$ cat src/rtl/mc_datapath_hs_pkg.sv
// Shared encodings and types for the multicycle datapath.
// ALU/mux select codes, reset PC default, handshake state enum.
package mc_datapath_hs_pkg;

    localparam logic [2:0] ALU_AND = 3'b000;
    localparam logic [2:0] ALU_OR  = 3'b001;
    localparam logic [2:0] ALU_ADD = 3'b010;
    localparam logic [2:0] ALU_XOR = 3'b011;
    localparam logic [2:0] ALU_NOR = 3'b100;
    localparam logic [2:0] ALU_RSV = 3'b101;
    localparam logic [2:0] ALU_SUB = 3'b110;
    localparam logic [2:0] ALU_SLT = 3'b111;

    localparam logic [1:0] SRCB_B    = 2'b00;
    localparam logic [1:0] SRCB_FOUR = 2'b01;
    localparam logic [1:0] SRCB_IMM  = 2'b10;
    localparam logic [1:0] SRCB_IMM4 = 2'b11;

    localparam logic [1:0] PCSRC_ALU  = 2'b00;
    localparam logic [1:0] PCSRC_OUT  = 2'b01;
    localparam logic [1:0] PCSRC_JUMP = 2'b10;
    localparam logic [1:0] PCSRC_JR   = 2'b11;

    localparam logic [31:0] PC_START_DEF = 32'h0000_0000;

    localparam int XLEN_DEF = 32;
    typedef logic [XLEN_DEF-1:0] word_t;

    typedef enum logic {
        IDLE = 1'b0,
        BUSY = 1'b1
    } hs_state_e;

endpackage

$ cat src/rtl/mc_datapath_hs_alu.sv
// XLEN-wide ALU with zero and signed-overflow flags.
// Ports: a, b, alucont in; result, zero, overflow out.
module alu_w
    import mc_datapath_hs_pkg::*;
#(
    parameter int XLEN = 32
) (
    input  logic [XLEN-1:0] a,
    input  logic [XLEN-1:0] b,
    input  logic [2:0]      alucont,
    output logic [XLEN-1:0] result,
    output logic            zero,
    output logic            overflow
);

    logic [XLEN-1:0] sum;
    logic [XLEN-1:0] diff;
    logic            ovf_add;
    logic            ovf_sub;
    logic            lt;

    assign sum  = a + b;
    assign diff = a - b;

    assign ovf_add = (a[XLEN-1] == b[XLEN-1]) & (sum[XLEN-1] != a[XLEN-1]);
    assign ovf_sub = (a[XLEN-1] != b[XLEN-1]) & (diff[XLEN-1] != a[XLEN-1]);

    // sign of a-b is wrong exactly when the subtraction overflowed
    assign lt = diff[XLEN-1] ^ ovf_sub;

    always_comb begin
        result   = '0;
        overflow = 1'b0;
        unique case (alucont)
            ALU_AND: result = a & b;
            ALU_OR:  result = a | b;
            ALU_ADD: begin
                result   = sum;
                overflow = ovf_add;
            end
            ALU_XOR: result = a ^ b;
            ALU_NOR: result = ~(a | b);
            ALU_RSV: result = '0;
            ALU_SUB: begin
                result   = diff;
                overflow = ovf_sub;
            end
            ALU_SLT: result = {{(XLEN-1){1'b0}}, lt};
            default: result = '0;
        endcase
    end

    assign zero = (result == '0);

endmodule

$ cat src/rtl/mc_datapath_hs_regfile.sv
// Register file, two read ports, one write port, r0 hardwired to 0.
// Ports: clk, reset, we, ra1, ra2, wa, wd in; rd1, rd2 out.
module regfile_n #(
    parameter int NREG = 32,
    parameter int XLEN = 32
) (
    input  logic            clk,
    input  logic            reset,
    input  logic            we,
    input  logic [4:0]      ra1,
    input  logic [4:0]      ra2,
    input  logic [4:0]      wa,
    input  logic [XLEN-1:0] wd,
    output logic [XLEN-1:0] rd1,
    output logic [XLEN-1:0] rd2
);

    localparam int IW = $clog2(NREG);

    logic [XLEN-1:0] regs_q [NREG];
    logic [XLEN-1:0] regs_d [NREG];

    // r0 and addresses beyond NREG are not backed by storage
    function automatic logic live(input logic [4:0] ad);
        return (ad != 5'd0) && (32'(ad) < NREG);
    endfunction

    assign rd1 = live(ra1) ? regs_q[ra1[IW-1:0]] : '0;
    assign rd2 = live(ra2) ? regs_q[ra2[IW-1:0]] : '0;

    always_comb begin
        regs_d = regs_q;
        if (we && live(wa)) begin
            regs_d[wa[IW-1:0]] = wd;
        end
    end

    always_ff @(posedge clk or posedge reset) begin
        if (reset) begin
            for (int i = 0; i < NREG; i++) begin
                regs_q[i] <= '0;
            end
        end else begin
            regs_q <= regs_d;
        end
    end

endmodule

$ cat src/rtl/mc_datapath_hs.sv
// Multicycle datapath with IR/MDR/A/B latches and a req/ack memory port.
// Ports: controller enables/selects in; opcode, funct, flags, stall out; mem_* bus.
module mc_datapath_hs
    import mc_datapath_hs_pkg::*;
#(
    parameter int          XLEN     = 32,
    parameter int          NREG     = 32,
    parameter logic [31:0] PC_START = PC_START_DEF
) (
    input  logic            clk,
    input  logic            reset,
    input  logic            pcen,
    input  logic            irwrite,
    input  logic            regwrite,
    input  logic            iord,
    input  logic            memread,
    input  logic            memwrite,
    input  logic            alusrca,
    input  logic [1:0]      alusrcb,
    input  logic            extop,
    input  logic            regdst,
    input  logic            memtoreg,
    input  logic [1:0]      pcsrc,
    input  logic [2:0]      alucont,
    output logic [5:0]      opcode,
    output logic [5:0]      funct,
    output logic            zero,
    output logic            overflow,
    output logic            stall,
    output logic            mem_req,
    output logic            mem_we,
    output logic [XLEN-1:0] mem_addr,
    output logic [XLEN-1:0] mem_wdata,
    input  logic [XLEN-1:0] mem_rdata,
    input  logic            mem_ack
);

    hs_state_e       state_q, state_d;
    logic [XLEN-1:0] pc_q, pc_d;
    logic [31:0]     ir_q, ir_d;
    logic [XLEN-1:0] mdr_q, mdr_d;
    logic [XLEN-1:0] a_q, a_d;
    logic [XLEN-1:0] b_q, b_d;
    logic [XLEN-1:0] aluout_q, aluout_d;
    logic            mem_req_q, mem_req_d;
    logic            mem_we_q, mem_we_d;
    logic [XLEN-1:0] mem_addr_q, mem_addr_d;
    logic [XLEN-1:0] mem_wdata_q, mem_wdata_d;

    logic            req;
    logic [XLEN-1:0] rd1, rd2;
    logic [XLEN-1:0] imm, src_a, src_b;
    logic [XLEN-1:0] aluresult, jump_tgt;
    logic [4:0]      wa;
    logic [XLEN-1:0] wd;

    assign req   = memread | memwrite;
    assign stall = ((state_q == IDLE) & req) | ((state_q == BUSY) & ~mem_ack);

    assign opcode = ir_q[31:26];
    assign funct  = ir_q[5:0];

    assign imm = extop ? {{(XLEN-16){1'b0}}, ir_q[15:0]}
                       : {{(XLEN-16){ir_q[15]}}, ir_q[15:0]};
    assign jump_tgt = {pc_q[XLEN-1:28], ir_q[25:0], 2'b00};

    assign src_a = alusrca ? a_q : pc_q;

    always_comb begin
        src_b = b_q;
        unique case (alusrcb)
            SRCB_B:    src_b = b_q;
            SRCB_FOUR: src_b = {{(XLEN-3){1'b0}}, 3'd4};
            SRCB_IMM:  src_b = imm;
            SRCB_IMM4: src_b = {imm[XLEN-3:0], 2'b00};
            default:   src_b = b_q;
        endcase
    end

    assign wa = regdst ? ir_q[15:11] : ir_q[20:16];
    assign wd = memtoreg ? mdr_q : aluout_q;

    regfile_n #(.NREG(NREG), .XLEN(XLEN)) u_rf (
        .clk   (clk),
        .reset (reset),
        .we    (regwrite & ~stall),
        .ra1   (ir_q[25:21]),
        .ra2   (ir_q[20:16]),
        .wa    (wa),
        .wd    (wd),
        .rd1   (rd1),
        .rd2   (rd2)
    );

    alu_w #(.XLEN(XLEN)) u_alu (
        .a        (src_a),
        .b        (src_b),
        .alucont  (alucont),
        .result   (aluresult),
        .zero     (zero),
        .overflow (overflow)
    );

    always_comb begin
        pc_d     = pc_q;
        a_d      = a_q;
        b_d      = b_q;
        aluout_d = aluout_q;
        if (!stall) begin
            a_d      = rd1;
            b_d      = rd2;
            aluout_d = aluresult;
            if (pcen) begin
                unique case (pcsrc)
                    PCSRC_ALU:  pc_d = aluresult;
                    PCSRC_OUT:  pc_d = aluout_q;
                    PCSRC_JUMP: pc_d = jump_tgt;
                    PCSRC_JR:   pc_d = a_q;
                    default:    pc_d = pc_q;
                endcase
            end
        end
    end

    always_comb begin
        state_d     = state_q;
        mem_req_d   = mem_req_q;
        mem_we_d    = mem_we_q;
        mem_addr_d  = mem_addr_q;
        mem_wdata_d = mem_wdata_q;
        ir_d        = ir_q;
        mdr_d       = mdr_q;
        unique case (state_q)
            IDLE: begin
                if (req) begin
                    state_d     = BUSY;
                    mem_req_d   = 1'b1;
                    mem_we_d    = memwrite;
                    mem_addr_d  = iord ? aluout_q : pc_q;
                    mem_wdata_d = b_q;
                end
            end
            BUSY: begin
                if (mem_ack) begin
                    state_d   = IDLE;
                    mem_req_d = 1'b0;
                    if (!mem_we_q) begin
                        if (irwrite) ir_d = mem_rdata[31:0];
                        else         mdr_d = mem_rdata;
                    end
                end
            end
            default: state_d = IDLE;
        endcase
    end

    always_ff @(posedge clk or posedge reset) begin
        if (reset) begin
            state_q     <= IDLE;
            pc_q        <= XLEN'(PC_START);
            ir_q        <= '0;
            mdr_q       <= '0;
            a_q         <= '0;
            b_q         <= '0;
            aluout_q    <= '0;
            mem_req_q   <= 1'b0;
            mem_we_q    <= 1'b0;
            mem_addr_q  <= '0;
            mem_wdata_q <= '0;
        end else begin
            state_q     <= state_d;
            pc_q        <= pc_d;
            ir_q        <= ir_d;
            mdr_q       <= mdr_d;
            a_q         <= a_d;
            b_q         <= b_d;
            aluout_q    <= aluout_d;
            mem_req_q   <= mem_req_d;
            mem_we_q    <= mem_we_d;
            mem_addr_q  <= mem_addr_d;
            mem_wdata_q <= mem_wdata_d;
        end
    end

    assign mem_req   = mem_req_q;
    assign mem_we    = mem_we_q;
    assign mem_addr  = mem_addr_q;
    assign mem_wdata = mem_wdata_q;

endmodule

$ cat config.mk
export PLATFORM = sky130hd
export DESIGN_NAME = mc_datapath_hs
export DESIGN_NICKNAME = d
export VERILOG_FILES = /design/src/rtl/mc_datapath_hs_pkg.sv /design/src/rtl/mc_datapath_hs_alu.sv /design/src/rtl/mc_datapath_hs_regfile.sv /design/src/rtl/mc_datapath_hs.sv
export SDC_FILE = /design/constraint.sdc
export NUM_CORES = 2
export LEC_CHECK = 0
export BUFFER_PORTS_ARGS = -buffer_cell sky130_fd_sc_hd__buf_2
export CAP_MARGIN = 40
export CORE_ASPECT_RATIO = 0.8
export CORE_MARGIN = 8
export CORE_UTILIZATION = 40
export CTS_CLUSTER_SIZE = 25
export DETAILED_ROUTE_END_ITERATION = 7
export PLACE_DENSITY = 0.51
export SLEW_MARGIN = 25
export SYNTH_ARGS = -nofsm -noshare
export SYNTH_HDL_FRONTEND = slang
export SYNTH_SLANG_ARGS = --single-unit
$ cat constraint.sdc
create_clock -name clk -period 86.5 [get_ports clk]
set_input_delay 12.975 -clock clk [delete_from_list [all_inputs] [get_ports clk]]
set_output_delay 12.975 -clock clk [all_outputs]
set_load 0.005 [all_outputs]
======== Word-level counts from Yosys, hierarchy flattened ========
Cells that the tools add are included.
storage, ports and cells
  bits in registers ....................... 1283
operators by class
  $add $sub $neg .......................... 2
  order comparisons ....................... 4
  equal/unequal tests ..................... 19
  mux-type cells .......................... 26
  bitwise operators ....................... 21
  reductions and logical operators ........ 15
operators with widths
  cell                                                         count
  bitwise mux 1024 bit                                         1
  2-to-1 mux 32 bit                                            11
  binary-select mux 32 bit (select 5 bit)                      2
  case mux 32 bit (4 select lines)                             2
  case mux 32 bit (8 select lines)                             1
  demux 32 bit (select 5 bit)                                  1
  adder 32 bit                                                 1
  bitwise AND 32 bit                                           1
  zero test 32 bit                                             1
  NOT 32 bit                                                   1
  bitwise OR 32 bit                                            1
  subtractor 32 bit                                            1
  XOR 32 bit                                                   1
  >= comparator 6 bit (second input constant)                  3
  NOT 5 -> 6 bit                                               3
  nonzero test 5 bit                                           3
  equality test 3 bit (second input constant)                  4
  equality test 2 bit (second input constant)                  4
  AND reduction 4 bit                                          2
  equality test 3 x 2 -> 1 bit (second input constant)         2
  less-than comparator 6 x 1 -> 1 bit (second input constant)  1
  NOT 1 bit                                                    6
  case mux 1 bit (2 select lines)                              3
  AND reduction 2 bit                                          3
  other kinds (14)                                             28

======== Longest topological paths before layout ========
  depth in word-level cells ............... 8
  gate-level depth with buffers ........... 28
  mapped depth without buffers ............ 26

======== Cells and area by module ========
From an unflattened synthesis, not the netlist that was laid out.
unflattened totals
  cells, all modules ...................... 5581
  area, all modules ....................... 72817.3 µm²
modules (own cells, without submodules)
  module          instances  cells an instance  area each (µm²)  sequential area each (µm²)
  regfile_n       1          3621               54887.6          25624.6
  mc_datapath_hs  1          1059               12135.4          6481.2
  alu_w           1          901                5794.3           0.0

======== Worst setup path before layout ========
No wires, ideal clock.
  path kind ............................... input to output
  start point ............................. input alusrcb[1]
  end point ............................... output zero
  data arrival time ....................... 17.951 ns
  data required time ...................... 73.525 ns
  setup slack ............................. 55.574 ns
  stages .................................. 28
  cells stage by stage .................... clkbuf_1 > buf_1 > clkbuf_1 > nand3_1 > o21ai_0 > ha_1 > buf_4 > nor2_1 > nand4_1 > o21ba_2 > nor4_2 > o21ai_2 > a221o_1 > a21oi_1 > nor2_1 > nor2_1 > o21bai_1 > fa_1 > a22oi_1 > a21boi_1 > a211oi_1 > nor3_1 > o21ai_0 > or4_1 > or4_1 > nor4b_1 > nand4_1 > nor2_1
on the way
  longest elaborated chain between the ends .. 8
RTL lines
  what                                               RTL line                  RTL
  from (decl)                                        mc_datapath_hs.sv:19      input logic [1:0] alusrcb,
  equality test 2 bit, or another cell as far along  mc_datapath_hs.sv:71      unique case (alusrcb)
  case mux 32 bit (4 select lines) *                 mc_datapath_hs.sv:71
  subtractor 32 bit                                  mc_datapath_hs_alu.sv:23  assign diff = a - b;
  inequality test 1 bit                              mc_datapath_hs_alu.sv:26  assign ovf_sub = (a[XLEN-1] != b[XLEN-1]) & (diff[XLEN-1] != a[XLEN-1]);
  bitwise AND 1 bit                                  mc_datapath_hs_alu.sv:26
  XOR 1 bit                                          mc_datapath_hs_alu.sv:29  assign lt = diff[XLEN-1] ^ ovf_sub;
  case mux 32 bit (8 select lines) *                 mc_datapath_hs_alu.sv:34  unique case (alucont)
  zero test 32 bit *                                 mc_datapath_hs_alu.sv:53  assign zero = (result == '0);
  to (decl)                                          mc_datapath_hs.sv:27      output logic zero,
Mark *: on every way between the ends. The rest lies on a longest branch, timed or not.

======== Worst setup path in the final report ========
Same ends and word-level chain as after synthesis.

==> flow_metrics.py <==
metrics = {
    "run_status": {
        "status": "finished clean",
    },
    "worst_setup_path": {
        "startpoint": "alusrcb[1]",
        "cpMostUsedCell": "nor2_1",
        "critPathKind": "in2out",
        "r2r_end": "pc_q[0]",
        "r2r_cells": 22,
        "cp-endpoint": "zero",
        "critPathMaxStageDelay_ps": 630,
        "crit_fanout": 33,
        "r2r-start": "ir_q[15]",
        "cp_data_required_time_ps": 73520,
        "start_kind": "primary input",
        "arrival_ps": 19760,
        "endpoint_kind": "primary output",
        "cp_slowest_cell": "buf_2",
        "r2r_slack_ps": 80740,
    },
    "placement": {
        "dpl_worst_slack_ps": 53920,
        "io_buffer_count": 132,
        "routabilityCongestion": 0.9225,
        "dp_hpwl_um": 158500,
    },
    "timing": {
        "rsz0062_at_grt": "no",
        "hold_viol_final": 0,
        "setup_tns_ps": 0,
        "period_minus_slack_ps": 32730,
        "period_share_pct": 37.84,
        "drv_slew": 0,
        "skew_ps": 36.72,
        "fmax_mhz": 30.55,
        "fin_ws_ps": 53770,
        "worst_slew_pin_slew_ps": 922.1,
        "setup_viol": 0,
        "slew_headroom_pct": 38.53,
    },
    "cts": {
        "hold_buffers": 0,
        "cts_resized": 0,
        "root_buffer": "clkbuf_16",
        "tritoncts": "done",
        "clk_pin_slew_worst_paths_ps": 60,
        "postCtsSetupBuffers": 0,
        "numCtsBuffers": 144,
        "worstSkewPairLatency_ps": 800,
        "htree_levels": 4,
        "clock-sinks": 1283,
        "clockBufferDepth": 3,
    },
    "grt": {
        "grt_pass1_wl_um": 363600,
        "busiest_layer": "met2",
        "grt_antenna_before_repair": 9,
        "gr-usage-met2_pct": 38.92,
        "use_met3_pct": 5.240,
        "grt_util_met1_pct": 38.82,
        "grt_pass1_vias": 50630,
        "grt.total_usage_pct": 26.17,
        "grt_max_degree": 167,
        "grt_overflow": 0,
    },
    "floorplan": {
        "die_x_um": 480.9,
        "num_rows": 136,
        "dieArea_sq_um": 186500,
        "die_h_um": 387.9,
        "fp.coreArea_sq_um": 171700,
        "io_pins": 133,
        "start_util_pct": 40.28,
    },
    "synth": {
        "synth_cell_type_count": 92,
        "synth_top_area_share_pct": 46.43,
        "yosysWarnings": 0,
        "yosys.area.top_type": "dfrtp_1",
        "ys_ff_latch": 1283,
        "ys_async_sr_fraction_pct": 100.0,
        "ys.flop_type": "dfrtp_1",
        "ys_top_cells_by_area": "dfrtp_1 (46%), mux4_2 (20%), a21oi_1 (7.9%)",
        "synth_edf_count": 0,
        "synth_area_sq_um": 69150,
        "syn_nets": 6387,
        "synthCells": 6237,
        "ys_seq_area_share_pct": 46.43,
        "synth_area_per_cell_sq_um": 11.09,
    },
    "power_and_ir_drop": {
        "p_per_area_nw_per_um2": 39.82,
        "ir_drop_mv": 0.03005,
        "cellLeakagePower_nw": 33.74,
    },
    "layout": {
        "layout-drive-gt1-share_pct": 23.29,
        "areaGrowthSynthToFinish_pct": 12.51,
        "fin_nets": 6245,
    },
    "route": {
        "first_pass_iters": 5,
        "postRouteAntennaNets": 0,
        "wl_per_cell_um": 29.16,
        "via_per_inst": 6.081,
        "drt_iter0_drc": 5365,
        "drc": 0,
        "wirelength_um": 247500,
        "vias": 51620,
    },
    "run": {
        "drv_cap": 0,
    },
    "min_path": {
        "min_path_type": "reg2reg",
    },
}
==> sequential cells by signal, summed over array words and instances (netlist names), 32 cells and up <==
name and count:
u_rf.regs_q 1024, mem_addr 32, ir_q 32, pc_q 32, a_q 32, b_q 32
aluout_q 32, mdr_q 32, mem_wdata 32
==> layout make-up <==
cell class | instances | area (sq um)
clock inverters | 36 | 422.9
diodes | 2 | 5.005
multi-input cells | 4238 | 34710
inverters | 102 | 392.9
well taps | 2277 | 2849
flip-flops and latches | 1283 | 32140
repair buffers | 326 | 2933
clock buffers | 225 | 4344
fillers | 15900 | 93890
==> worst min path at each step <==
stage | slack [ps] | cells after the start | end | from
6_report | 400 | 0 | u_rf.regs_q[1002] | u_rf.regs_q[1002]
5_1_grt | 410 | 0 | u_rf.regs_q[1009] | u_rf.regs_q[1009]
4_1_cts | 400 | 0 | u_rf.regs_q[1021] | u_rf.regs_q[1021]
3_5_place_dp | 380 | 0 | u_rf.regs_q[1001] | u_rf.regs_q[1001]
3_3_place_gp | 380 | 0 | u_rf.regs_q[1014] | u_rf.regs_q[1014]
2_1_floorplan | 440 | 1 | u_rf.regs_q[1000] | u_rf.regs_q[1000]
==> worst max-delay path: cells and delay by family <==
family / cells / cell delay [ps]
buffers and inverters: 4 / 1270
AO/OA/AOI/OAI: 12 / 2090
AND/OR/NAND/NOR: 11 / 2600
adder cells (fa/ha/maj): 2 / 780
==> cells in the mapped netlist, types with 19 or more instances <==
cell	n
a21o_1	43
a21oi_1	1085
a31oi_1	19
buf_1	72
buf_2	31
buf_4	20
clkbuf_1	489
dfrtp_1	1283
ha_1	95
inv_1	98
mux2_2	163
mux2i_1	175
mux4_2	627
nand2_1	278
nand3_1	34
nor2_1	1157
nor2b_1	36
nor3_1	21
o21ai_0	158
o22ai_1	42
o31ai_1	35
==> where the power goes <==
part           switching [W]  total, W  internal (W)  leakage, nW
Sequential          0.000258   0.00112      0.000857         16.7
Clock               0.000263  0.000625      0.000362         2.34
Combinational       0.000708   0.00136      0.000650         14.7
==> per-layer routing <==
| metal | up-vias | wire length (um) | share of wire [%] |
|---|---|---|---|
| li1 | 22340 | - | - |
| met1 | 26880 | 110900 | 45 |
| met5 | - | 0 | 0 |
| met3 | 378 | 19880 | 8.0 |
| met4 | 0 | 7325 | 3.0 |
| met2 | 2029 | 109400 | 44 |
==> cell usage in the layout (no fill, tap or decap), types with 23 or more instances in the layout <==
master / n
dfrtp_1: 1273
nor2_1: 1126
a21oi_1: 1085
mux4_2: 627
nand2_1: 277
mux2_2: 163
o21ai_0: 157
clkbuf_16: 149
buf_4: 144
mux2i_1: 143
buf_2: 131
inv_1: 97
ha_1: 95
a21o_1: 43
clkbuf_1: 43
o22ai_1: 42
nor2b_1: 36
nand3_1: 34
o31ai_1: 34
clkbuf_8: 33
nor2_4: 31
buf_16: 27
mux2i_2: 23
==> stage by stage <==
step | util [%] | hold slack (ps) | instances | total power [W] | area, sq um
global route | 45.31 | 413.4 | 8488 | 0.003271 | 77800
CTS | 45.17 | 396.2 | 8477 | 0.003094 | 77550
finish | 45.31 | 395.9 | 8489 | 0.003098 | 77800
detailed placement | 42.39 | 382.3 | 8216 | 0.002462 | 72780
global placement | 41.87 | 376.4 | 8173 | 0.002417 | 71890
floorplan | - | 441.3 | 6237 | 0.002000 | 69150
==> logic make-up after synthesis <==
kind of cell / after synthesis / synth area share (%)
and+or+nand+nor: 1605 / 9.297
AOI/OAI and AO/OA: 1551 / 12.55
DFF: 1283 / 46.43
muxes: 965 / 25.61
buffers and inverters: 716 / 4.073
adders and majority gates: 98 / 1.806
xor gates and xnor gates: 19 / 0.2407
Note: power is estimated with default switching activity, not from simulation.
